**src/rtl/mem_arb_pkg.sv**
```systemverilog
// Shared types for the IM/DM memory port arbiter.
// Holds FSM state, owner encoding and the latched request bundle.
package mem_arb_pkg;

    localparam int ARB_ADDR_W = 32;
    localparam int ARB_DATA_W = 32;
    localparam int ARB_STRB_W = ARB_DATA_W / 8;

    typedef enum logic [1:0] {
        IDLE,
        REQ,
        RESP,
        DONE
    } state_t;

    typedef enum logic {
        OWN_IM,
        OWN_DM
    } owner_t;

    typedef struct packed {
        logic                  write;
        logic [ARB_ADDR_W-1:0] addr;
        logic [ARB_DATA_W-1:0] wdata;
        logic [ARB_STRB_W-1:0] wstrb;
    } req_t;

endpackage

```
**src/rtl/mem_arb_timeout.sv**
```systemverilog
// Response-wait counter for the memory port arbiter.
// Saturates at its limit; expire marks the last allowed wait cycle.
module mem_arb_timeout #(
    parameter int TIMEOUT_CYC = 255
) (
    input  logic clk,
    input  logic rst,
    input  logic clr,
    input  logic en,
    output logic expire
);

    localparam int CW =
        (TIMEOUT_CYC > 0) ? $clog2(TIMEOUT_CYC + 1) : 1;
    localparam logic [CW-1:0] LIMIT =
        (TIMEOUT_CYC > 0) ? CW'(TIMEOUT_CYC - 1) : '0;

    logic [CW-1:0] cnt_q;

    // count wait cycles, cleared when a request is accepted
    always_ff @(posedge clk) begin
        if (rst || clr) begin
            cnt_q <= '0;
        end else if (en && (cnt_q != LIMIT)) begin
            cnt_q <= cnt_q + CW'(1);
        end
    end

    assign expire = (TIMEOUT_CYC > 0) ? (cnt_q == LIMIT) : 1'b0;

endmodule

```
**src/rtl/mem_port_arb.sv**
```systemverilog
// Shares one bus port between instruction fetch and MEM-stage data.
// One outstanding transaction; DM has fixed priority over IM.
module mem_port_arb
    import mem_arb_pkg::*;
#(
    parameter int ADDR_W      = ARB_ADDR_W,
    parameter int DATA_W      = ARB_DATA_W,
    parameter int TIMEOUT_CYC = 255
) (
    input  logic                clk,
    input  logic                rst,
    input  logic                i_im_req,
    input  logic [ADDR_W-1:0]   i_im_addr,
    output logic [DATA_W-1:0]   o_im_rdata,
    output logic                o_im_err,
    output logic                o_im_stall,
    input  logic                i_dm_req,
    input  logic [DATA_W/8-1:0] i_dm_web,
    input  logic [ADDR_W-1:0]   i_dm_addr,
    input  logic [DATA_W-1:0]   i_dm_wdata,
    output logic [DATA_W-1:0]   o_dm_rdata,
    output logic                o_dm_err,
    output logic                o_mem_stall,
    output logic                o_bus_valid,
    input  logic                i_bus_ready,
    output logic                o_bus_write,
    output logic [ADDR_W-1:0]   o_bus_addr,
    output logic [DATA_W-1:0]   o_bus_wdata,
    output logic [DATA_W/8-1:0] o_bus_wstrb,
    input  logic                i_bus_resp,
    input  logic [DATA_W-1:0]   i_bus_rdata,
    input  logic                i_bus_err
);

    state_t state_q, state_d;
    owner_t owner_q, owner_d;
    req_t   req_q, req_d;
    logic   valid_q;

    logic [DATA_W-1:0] im_rdata_q, dm_rdata_q;
    logic              im_err_q, dm_err_q;

    logic              cnt_clr, cnt_en, cnt_exp;
    logic              cap;
    logic [DATA_W-1:0] cap_rdata;
    logic              cap_err;

    mem_arb_timeout #(
        .TIMEOUT_CYC (TIMEOUT_CYC)
    ) u_timeout (
        .clk    (clk),
        .rst    (rst),
        .clr    (cnt_clr),
        .en     (cnt_en),
        .expire (cnt_exp)
    );

    // next-state, request latch and response capture decisions
    always_comb begin
        state_d   = state_q;
        owner_d   = owner_q;
        req_d     = req_q;
        cnt_clr   = 1'b0;
        cnt_en    = 1'b0;
        cap       = 1'b0;
        cap_rdata = '0;
        cap_err   = 1'b0;
        unique case (state_q)
            IDLE: begin
                if (i_dm_req) begin
                    state_d     = REQ;
                    owner_d     = OWN_DM;
                    req_d.write = |i_dm_web;
                    req_d.addr  = ARB_ADDR_W'(i_dm_addr);
                    req_d.wdata = ARB_DATA_W'(i_dm_wdata);
                    req_d.wstrb = ARB_STRB_W'(i_dm_web);
                end else if (i_im_req) begin
                    state_d     = REQ;
                    owner_d     = OWN_IM;
                    req_d.write = 1'b0;
                    req_d.addr  = ARB_ADDR_W'(i_im_addr);
                    req_d.wdata = '0;
                    req_d.wstrb = '0;
                end
            end
            REQ: begin
                if (i_bus_ready) begin
                    state_d = RESP;
                    cnt_clr = 1'b1;
                end
            end
            RESP: begin
                if (i_bus_resp) begin
                    cap       = 1'b1;
                    cap_rdata = req_q.write ? '0 : i_bus_rdata;
                    cap_err   = i_bus_err;
                    state_d   = DONE;
                end else if (cnt_exp) begin
                    cap     = 1'b1;
                    cap_err = 1'b1;
                    state_d = DONE;
                end else begin
                    cnt_en = 1'b1;
                end
            end
            DONE: begin
                state_d = IDLE;
            end
            default: begin
                state_d = IDLE;
            end
        endcase
    end

    // FSM state, owner, request latch and registered bus valid
    always_ff @(posedge clk) begin
        if (rst) begin
            state_q <= IDLE;
            owner_q <= OWN_IM;
            req_q   <= '0;
            valid_q <= 1'b0;
        end else begin
            state_q <= state_d;
            owner_q <= owner_d;
            req_q   <= req_d;
            valid_q <= (state_d == REQ);
        end
    end

    // per-owner result registers, held until the owner's next completion
    always_ff @(posedge clk) begin
        if (rst) begin
            im_rdata_q <= '0;
            im_err_q   <= 1'b0;
            dm_rdata_q <= '0;
            dm_err_q   <= 1'b0;
        end else if (cap) begin
            if (owner_q == OWN_DM) begin
                dm_rdata_q <= cap_rdata;
                dm_err_q   <= cap_err;
            end else begin
                im_rdata_q <= cap_rdata;
                im_err_q   <= cap_err;
            end
        end
    end

    assign o_bus_valid = valid_q;
    assign o_bus_write = req_q.write;
    assign o_bus_addr  = ADDR_W'(req_q.addr);
    assign o_bus_wdata = DATA_W'(req_q.wdata);
    assign o_bus_wstrb = (DATA_W/8)'(req_q.wstrb);

    assign o_im_rdata  = im_rdata_q;
    assign o_im_err    = im_err_q;
    assign o_dm_rdata  = dm_rdata_q;
    assign o_dm_err    = dm_err_q;

    assign o_mem_stall = i_dm_req &
        ~((state_q == DONE) && (owner_q == OWN_DM));
    assign o_im_stall  = i_im_req &
        ~((state_q == DONE) && (owner_q == OWN_IM));

endmodule

```
**config.mk**
```make
export PLATFORM = sky130hd
export DESIGN_NAME = mem_port_arb
export DESIGN_NICKNAME = d
export VERILOG_FILES = /design/src/rtl/mem_arb_pkg.sv /design/src/rtl/mem_arb_timeout.sv /design/src/rtl/mem_port_arb.sv
export SDC_FILE = /design/constraint.sdc
export NUM_CORES = 1
export LEC_CHECK = 0
export CAP_MARGIN = 10
export CORE_ASPECT_RATIO = 0.9
export CORE_MARGIN = 2
export CORE_UTILIZATION = 37
export CTS_BUF_LIST = sky130_fd_sc_hd__clkbuf_16
export DETAILED_ROUTE_END_ITERATION = 8
export PLACE_DENSITY = 0.84
export SYNTH_ARGS = -nofsm -noshare
export SYNTH_HDL_FRONTEND = slang
export SYNTH_HIERARCHICAL = 1
export SYNTH_SLANG_ARGS = --single-unit
```
**constraint.sdc**
```tcl
create_clock -name clk -period 2.15 [get_ports clk]
set_clock_uncertainty 0.05 [all_clocks]
set_input_delay 0.3225 -clock clk [delete_from_list [all_inputs] [get_ports clk]]
set_output_delay 0.3225 -clock clk [all_outputs]
set_load 0.01 [all_outputs]
```
==> flow_summary.ini, run 1 <==
[cells_and_area]
final_util = 0.600
finalNonFillerCells = 1127
diodes = 0
area_growth_pct = 60.6
nNetsFinal = 1048
drive_gt1_frac = 0.0739

[synth]
synth_most_common_cell = dfxtp_1
synthCells = 644
synth_area_leader_cell = dfxtp_1
synth_edf_count = 0
seq_area_frac_synth = 0.494
synth_fp_nets = 785
async_reset_ff_frac = 0
yosys_warnings = 6
synth_top_area_frac = 0.494
ys_top_cells_by_count = dfxtp_1, nand2_1, mux2i_1
syn_area_mm2 = 0.00596
ys_types = 38
synthTopCellsByArea = dfxtp_1, mux2i_1, nand2_1
synth_ff_type = dfxtp_1
ys_seq_elements = 147
syn_area_per_cell_um2 = 9.26

[route]
drc_errors = 0
detail-route-antenna-nets = 0
drtIter0Drc = 253
dr.pass1.iters = 4
routed_wl_um = 18500
num_vias = 5695
wl_per_cell_um = 16.4
drt-vias-per-instance = 5.05

[die]
dieArea_mm2 = 0.0171
row_count = 44
dieWidth_um = 138
start_util = 0.373
fp.dieH_um = 124
core_area_mm2 = 0.0160
io_pins = 277

[pwr]
p_sw_frac = 0.254
combPwrFrac = 0.173
power_density_mw_per_mm2 = 733
seq_power_share = 0.421
p_int_mw = 5.23
p_leak_nw = 3.67
vdd_drop_max_v = 0.000711
p_switching_mw = 1.79
clockPowerShare = 0.406

[sta]
period_needed_ns = 2.05
fmax_mhz = 489
fin_crit_sh = 0.952
setup_tns_ns = 0
relSlewSlack = 0.658
setup_viol = 0
slew_violations = 0
worst_pin_slew_ns = 0.507
rsz0062_at_grt = false
hold_viol = 0
fin_ws_ns = 0.104

[global_route]
antenna_found_initial = 0
grt_pass1_wl_um = 28000
track_usage = 0.206
grt_pass1_vias = 5448
grt_max_degree = 57
grt-ovfl-total = 0

[placed_design]
placement.io_buffers = 276
dp.cells = 1093
pre_cts_ws_ns = 0.0605
hpwlAfterDp_um = 12900
gp_congestion = 0.803

[setup_path]
cp_max_fo = 16
crit_required_ns = 2.43
critical_path.max_stage_delay_ns = 0.34
critPathSlowestCell = dfxtp_1
path_cells = inv_1 -> ha_1 -> nand3_1 -> nor2_2 -> nor2_1 -> buf_4 -> nor3_4 -> clkbuf_16 -> mux2i_1
critPathTopFamily = simple AND/OR/NAND/NOR gates
cp-start-kind = register
critPathBufInv = 3
critPathCaptureType = register
arrival_ns = 2.32
timing_worst_setup_path_type = register to register

[cts]
cts-root-buf = clkbuf_16
cts.path.max_buffers = 2
cts_tree = built
h-tree-depth = 4
clock_sinks = 147
post_cts_buffers = 0
cts_buffers = 17
cts_hold_buffers = 0
clkLatencyLatePin_ns = 0.40
clk_pin_slew_worst_paths_ns = 0.06

[status]
outcome = completed

[run]
max-cap-violations = 0

[min_path]
hp-class = input pin to register
## worst paths after layout
| path | from | to | slack [ns] | cells after the start |
|---|---|---|---|---|
| min reg2reg | o_dm_rdata[22] | o_dm_rdata[22] | 0.41 | 2 |
| min | rst | u_timeout/cnt_q[6] | 0.31 | 3 |
| max reg2reg | u_timeout/cnt_q[0] | o_im_rdata[20] | 0.10 | 9 |
| max | u_timeout/cnt_q[0] | o_im_rdata[20] | 0.10 | 9 |
## final cells by class
class | count | area, um2
tap | 207 | 259
fill | 1377 | 6390
inverter | 6 | 22.5
multi-input combinational | 437 | 2740
timing repair buffer | 298 | 3040
clock inverter | 15 | 140
clock buffer | 17 | 425
sequential | 147 | 2940
## power groups by stage
stage               registers [mW]  logic, mW  clock network, mW
global route                  2.97       1.31               3.00
detailed placement            3.02       1.21                  0
finish                        2.96       1.21               2.85
CTS                           2.96       1.22               2.89
global placement              3.01       1.20                  0
floorplan                     3.06      0.464                  0
## cells in the final DEF (no fill, tap or decap), types with 4 or more instances in the layout
cell | Yosys | final
clkbuf_16 | 0 | 19
a31oi_1 | 5 | 5
buf_4 | 0 | 13
a21oi_1 | 74 | 74
nand2_1 | 133 | 133
a211oi_1 | 38 | 38
nand3_1 | 10 | 10
clkdlybuf4s50_1 | 0 | 274
dfxtp_1 | 147 | 146
o21ai_0 | 38 | 38
inv_1 | 5 | 6
nor2_2 | 1 | 4
mux2i_1 | 99 | 99
buf_12 | 0 | 7
## state kept, by name, indices dropped and copies added (netlist names)
name and flops:
o_bus_wstrb 4, o_dm_rdata 32, o_im_rdata 32, o_dm_err 1, o_bus_write 1, o_bus_valid 1, o_bus_wdata 32, o_bus_addr 32
u_timeout/cnt_q 8, o_im_err 1, owner_q 1, state_q 2
## metrics by stage
stage               area, um2  total power [mW]  hold slack [ns]
floorplan                5960              3.52            0.408
global placement         8950              4.21            0.392
detailed placement       8950              4.23            0.400
CTS                      9510              7.07            0.294
global route             9570              7.28            0.308
finish                   9570              7.02            0.311
## kinds of logic (layout without fill, tap and decap cells)
family	count (synthesis)	in the layout	synth area share
flops	147	147	0.494
mux	99	99	0.166
fa+ha+maj	2	2	0.00420
buf+inv	60	336	0.0516
simple gates	172	172	0.124
compound gates	164	164	0.160
## worst reg2reg max path, delay by kind of cell (launching register included)
kind          cells  cell delay [ns]
mux               1             0.23
fa+ha+maj         1             0.20
simple gates      4             0.63
buf+inv           3             0.52
flops             1             0.34
## per-layer routing
metal / wire [um] / track usage
met1: 7380 / 0.236
met5: 0 / 0
met4: 414 / 0.0708
met3: 1800 / 0.0806
met2: 8890 / 0.346
## repair_timing
item,CTS,global route
gates resized for setup,0,3
setup endpoints to repair,0,52
hold endpoints to repair,0,0
No activity file was read; power rests on OpenSTA's default activity.
==> run 2: changes to the inputs <==
- CAP_MARGIN: 10 -> not set
- PLACE_DENSITY: 0.84 -> not set
- PLACE_DENSITY_LB_ADDON: not set -> 0.2
- SKIP_CTS_REPAIR_TIMING: not set -> 1
==> flow_summary.ini, run 2 (synthesis results as in run 1) <==
[placed_design]
placement.io_buffers = 276
gp_congestion = 0.785
pre_cts_ws_ns = 0.0941
hpwlAfterDp_um = 12400
dp.cells = 1090

[die]
start_util = 0.373
dieArea_mm2 = 0.0171
io_pins = 277
fp.dieH_um = 124
dieWidth_um = 138
core_area_mm2 = 0.0160
row_count = 44

[sta]
worst_pin_slew_ns = 0.669
relSlewSlack = 0.554
setup_tns_ns = 0
setup_viol = 0
slew_violations = 0
rsz0062_at_grt = true
fin_ws_ns = 0.0524
period_needed_ns = 2.10
fmax_mhz = 477
hold_viol = 0
fin_crit_sh = 0.976

[cts]
cts-root-buf = clkbuf_16
clkLatencyLatePin_ns = 0.41
h-tree-depth = 4
cts_tree = built
clock_sinks = 147
clk_pin_slew_worst_paths_ns = 0.06
cts.path.max_buffers = 2
cts_buffers = 17

[min_path]
worstHoldStart = rst
hp-class = input pin to register

[cells_and_area]
drive_gt1_frac = 0.0709
final_cell_mix = clkdlybuf4s50_1, dfxtp_1, nand2_1, mux2i_1, a21oi_1
area_growth_pct = 59.4
final_util = 0.595
nFillCells = 1410
multiInputGateArea_mm2 = 0.00274
nNetsFinal = 1045
finalNonFillerCells = 1124
seq_area_mm2 = 0.00294
layout_commonest_cell = clkdlybuf4s50_1
diodes = 0

[pwr]
p_sw_frac = 0.259
p_total_mw = 6.87
p_switching_mw = 1.78
power_density_mw_per_mm2 = 723
combPwrFrac = 0.173
vdd_drop_max_v = 0.000613
seq_power_share = 0.430
p_int_mw = 5.09
p_leak_nw = 3.64
clockPowerShare = 0.397

[setup_path]
cp-start-kind = register
critical_path.max_stage_delay_ns = 0.62
arrival_ns = 1.73
critPathCaptureType = primary output
crit_required_ns = 1.78
cp_max_fo = 5
r2r_start = u_timeout/cnt_q[0]
critPathSlowestCell = clkdlybuf4s50_1
timing_worst_setup_path_type = register to primary output
cp-startpoint = owner_q
path_cells = inv_1 -> a31oi_1 -> clkdlybuf4s50_1

[global_route]
track_usage = 0.208
antenna_found_initial = 1
grt_pass1_wl_um = 28100
grt_pass1_vias = 5530
grt_max_degree = 69
grt-ovfl-total = 0

[route]
wl_per_cell_um = 16.3
routed_wl_um = 18300
drtIter0Drc = 219
dr.pass1.iters = 5
top_layer = met5
wl_met1_um = 7660
dr_wl_met2_um = 8600
detail-route-antenna-nets = 0
num_vias = 5599
drt-vias-per-instance = 4.98
drc_errors = 0
met3WireLength_um = 1770

[status]
outcome = completed

[run]
max-cap-violations = 0
-- run 2: changes by cell type in the layout (fill, tap and decap cells not counted) --
cell | before | now
buf_12 | 7 | 5
buf_4 | 13 | 12
bufinv_16 | 2 | 1
clkinv_4 | 2 | 1
clkinvlp_4 | 2 | 4
-- run 2: cell type report --
class,count,area share
clock buffer,17,0.0448
timing repair buffer,295,0.315
sequential,147,0.310
clock inverter,15,0.0122
tap,207,0.0273
multi-input combinational,437,0.288
inverter,6,0.00237
-- run 2: stage by stage --
stage / area, um2 / hold slack, ns
2_1_floorplan: 5960 / 0.408
3_3_place_gp: 8900 / 0.392
3_5_place_dp: 8900 / 0.400
4_1_cts: 9440 / 0.231
5_1_grt: 9500 / 0.250
6_report: 9500 / 0.253
-- run 2: path summary, 6_finish.rpt --
check	endpoint	slack [ns]	cells after the start
worst max-delay path	o_im_stall	0.05	3
worst min register to register	o_dm_rdata[14]	0.41	2
worst max register to register	u_timeout/cnt_q[7]	0.10	9
worst min-delay path	o_bus_addr[27]	0.25	2
-- run 2: worst max-delay path: cells and delay by family, from the launching register on --
family	cells	cell delay, ns
buffers and inverters	2	0.75
flip-flops	1	0.39
AO/OA/AOI/OAI	1	0.18
-- run 2: routing by layer --
layer  global-route usage  vias up
met2                0.342      193
met3               0.0997       15
met5                    0        -
li1                     -     2779
met1                0.244     2610
met4               0.0492        2
-- run 2: power groups by stage --
stage	Combinational (mW)	Clock, mW	Sequential, mW
6_report	1.19	2.73	2.95
5_1_grt	1.28	2.91	2.97
4_1_cts	1.20	2.79	2.95
3_5_place_dp	1.19	0	3.01
3_3_place_gp	1.19	0	3.01
2_1_floorplan	0.464	0	3.06
==> run 3: changes to the inputs <==
- CAP_MARGIN: not set -> 0
- CORE_MARGIN: 2 -> not set
==> flow_summary.ini, run 3 (synthesis results as in run 1) <==
[status]
outcome = completed

[cts]
cts_tree = built
cts_buffers = 17
cts-root-buf = clkbuf_16
clkLatencyLatePin_ns = 0.42
cts.path.max_buffers = 2
h-tree-depth = 4
clock_sinks = 147
clk_pin_slew_worst_paths_ns = 0.06

[min_path]
hold_depth = 2
hp-class = input pin to register
min_to = o_bus_valid
worstHoldStart = rst

[sta]
hold_viol = 0
setup_viol = 0
fin_crit_sh = 0.988
fmax_mhz = 471
period_needed_ns = 2.12
fin_ws_ns = 0.0263
setup_tns_ns = 0
relSlewSlack = 0.160
worst_pin_slew_ns = 1.26
slew_violations = 0
rsz0062_at_grt = true

[global_route]
antenna_found_initial = 0
busiest_layer = met2
grtUsageMet3 = 0.0884
met2_usage = 0.390
grt_pass1_vias = 5670
met1_usage = 0.235
grt-ovfl-total = 0
grt_pass1_wl_um = 28300
track_usage = 0.222
grt_max_degree = 70

[cells_and_area]
final_cell_mix = clkdlybuf4s50_1, dfxtp_1, nand2_1, mux2i_1, a21oi_1
layout_commonest_cell = clkdlybuf4s50_1
diodes = 0
drive_gt1_frac = 0.0728
final_util = 0.611
area_growth_pct = 59.9
nNetsFinal = 1048

[placed_design]
gp_congestion = 0.827
placement.io_buffers = 276
hpwlAfterDp_um = 13100
pre_cts_ws_ns = -0.141

[setup_path]
critical_path.max_stage_delay_ns = 0.39
reg2reg_to = u_timeout/cnt_q[5]
cp-start-kind = register
path_cells = inv_1 -> ha_1 -> nand3_1 -> nor2_2 -> nor3_1 -> buf_4 -> nand3_1 -> o311ai_2 -> o41ai_1
crit_required_ns = 2.39
critPathSlowestCell = dfxtp_1
crit_top_cell = nand3_1
r2r_start = u_timeout/cnt_q[0]
critPathCaptureType = register
reg2reg_depth = 9
timing_worst_setup_path_type = register to register
reg2reg_slack_ns = 0.03
cp_max_fo = 8
arrival_ns = 2.36

[route]
routed_wl_um = 19000
wl_per_cell_um = 16.9
drc_errors = 0
dr.pass1.iters = 4
drt-vias-per-instance = 5.10
detail-route-antenna-nets = 0
drtIter0Drc = 250
num_vias = 5720

[pwr]
power_density_mw_per_mm2 = 730
combPwrFrac = 0.173
p_total_mw = 6.96
clockPowerShare = 0.402
p_leak_nw = 3.67
p_int_mw = 5.19
p_switching_mw = 1.77
vdd_drop_max_v = 0.000549
seq_power_share = 0.425
p_sw_frac = 0.254

[die]
row_count = 43
dieArea_mm2 = 0.0166
dieWidth_um = 136
fp.dieH_um = 122
start_util = 0.382
io_pins = 277
core_area_mm2 = 0.0156

[run]
max-cap-violations = 0
-- run 3: cell types whose count changed in the layout (fill, tap and decap cells not counted), sizes merged --
cell and change:
clkinvlp -3, buf +2, bufinv +1, clkbuf +1, clkinv +1, inv +1
-- run 3: worst max-delay path by stage --
| stage | from | endpoint | slack (ns) |
|---|---|---|---|
| 5_1_grt | u_timeout/cnt_q[0] | u_timeout/cnt_q[5] | -0.08 |
| 4_1_cts | owner_q | o_im_stall | -0.05 |
| 3_5_place_dp | i_im_req | o_bus_addr[20] | -0.14 |
| 2_1_floorplan | u_timeout/cnt_q[0] | u_timeout/cnt_q[7] | 0.15 |
| 6_report | u_timeout/cnt_q[0] | u_timeout/cnt_q[5] | 0.03 |
| 3_3_place_gp | i_im_req | o_bus_addr[4] | -0.03 |
-- run 3: metal layers --
metal  up-vias  routed length (um)
li1       2781                   -
met1      2687                7510
met2       228                9490
met3        24                1650
met4         0                 357
met5         -                   0
-- run 3: critical path, delay by kind of cell, from the launching register on --
kind            cells  cell delay (ns)
flops               1             0.39
compound gates      2             0.43
buf+inv             2             0.26
simple gates        4             0.60
fa+ha+maj           1             0.25
-- run 3: through the flow --
stage	cells	hold slack, ns	area [um2]
detailed placement	1086	0.402	8860
floorplan	644	0.408	5960
finish	1122	0.170	9530
global placement	1086	0.392	8860
global route	1122	0.176	9530
CTS	1118	0.153	9420
-- run 3: final cells by class --
cell class	instances	area (um2)
Clock buffer	17	425
Tap cell	202	253
Timing Repair Buffer	298	3010
Clock inverter	15	125
Multi-Input combinational cell	437	2760
Inverter	6	22.5
Fill cell	1315	6070
Sequential cell	147	2940
-- run 3: power by group through the flow --
| stage | sequential (mW) | combinational, mW | clock (mW) |
|---|---|---|---|
| floorplan | 3.06 | 0.464 | 0 |
| global placement | 3.00 | 1.17 | 0 |
| detailed placement | 3.01 | 1.19 | 0 |
| CTS | 2.95 | 1.19 | 2.85 |
| global route | 2.97 | 1.30 | 2.99 |
| finish | 2.95 | 1.20 | 2.80 |
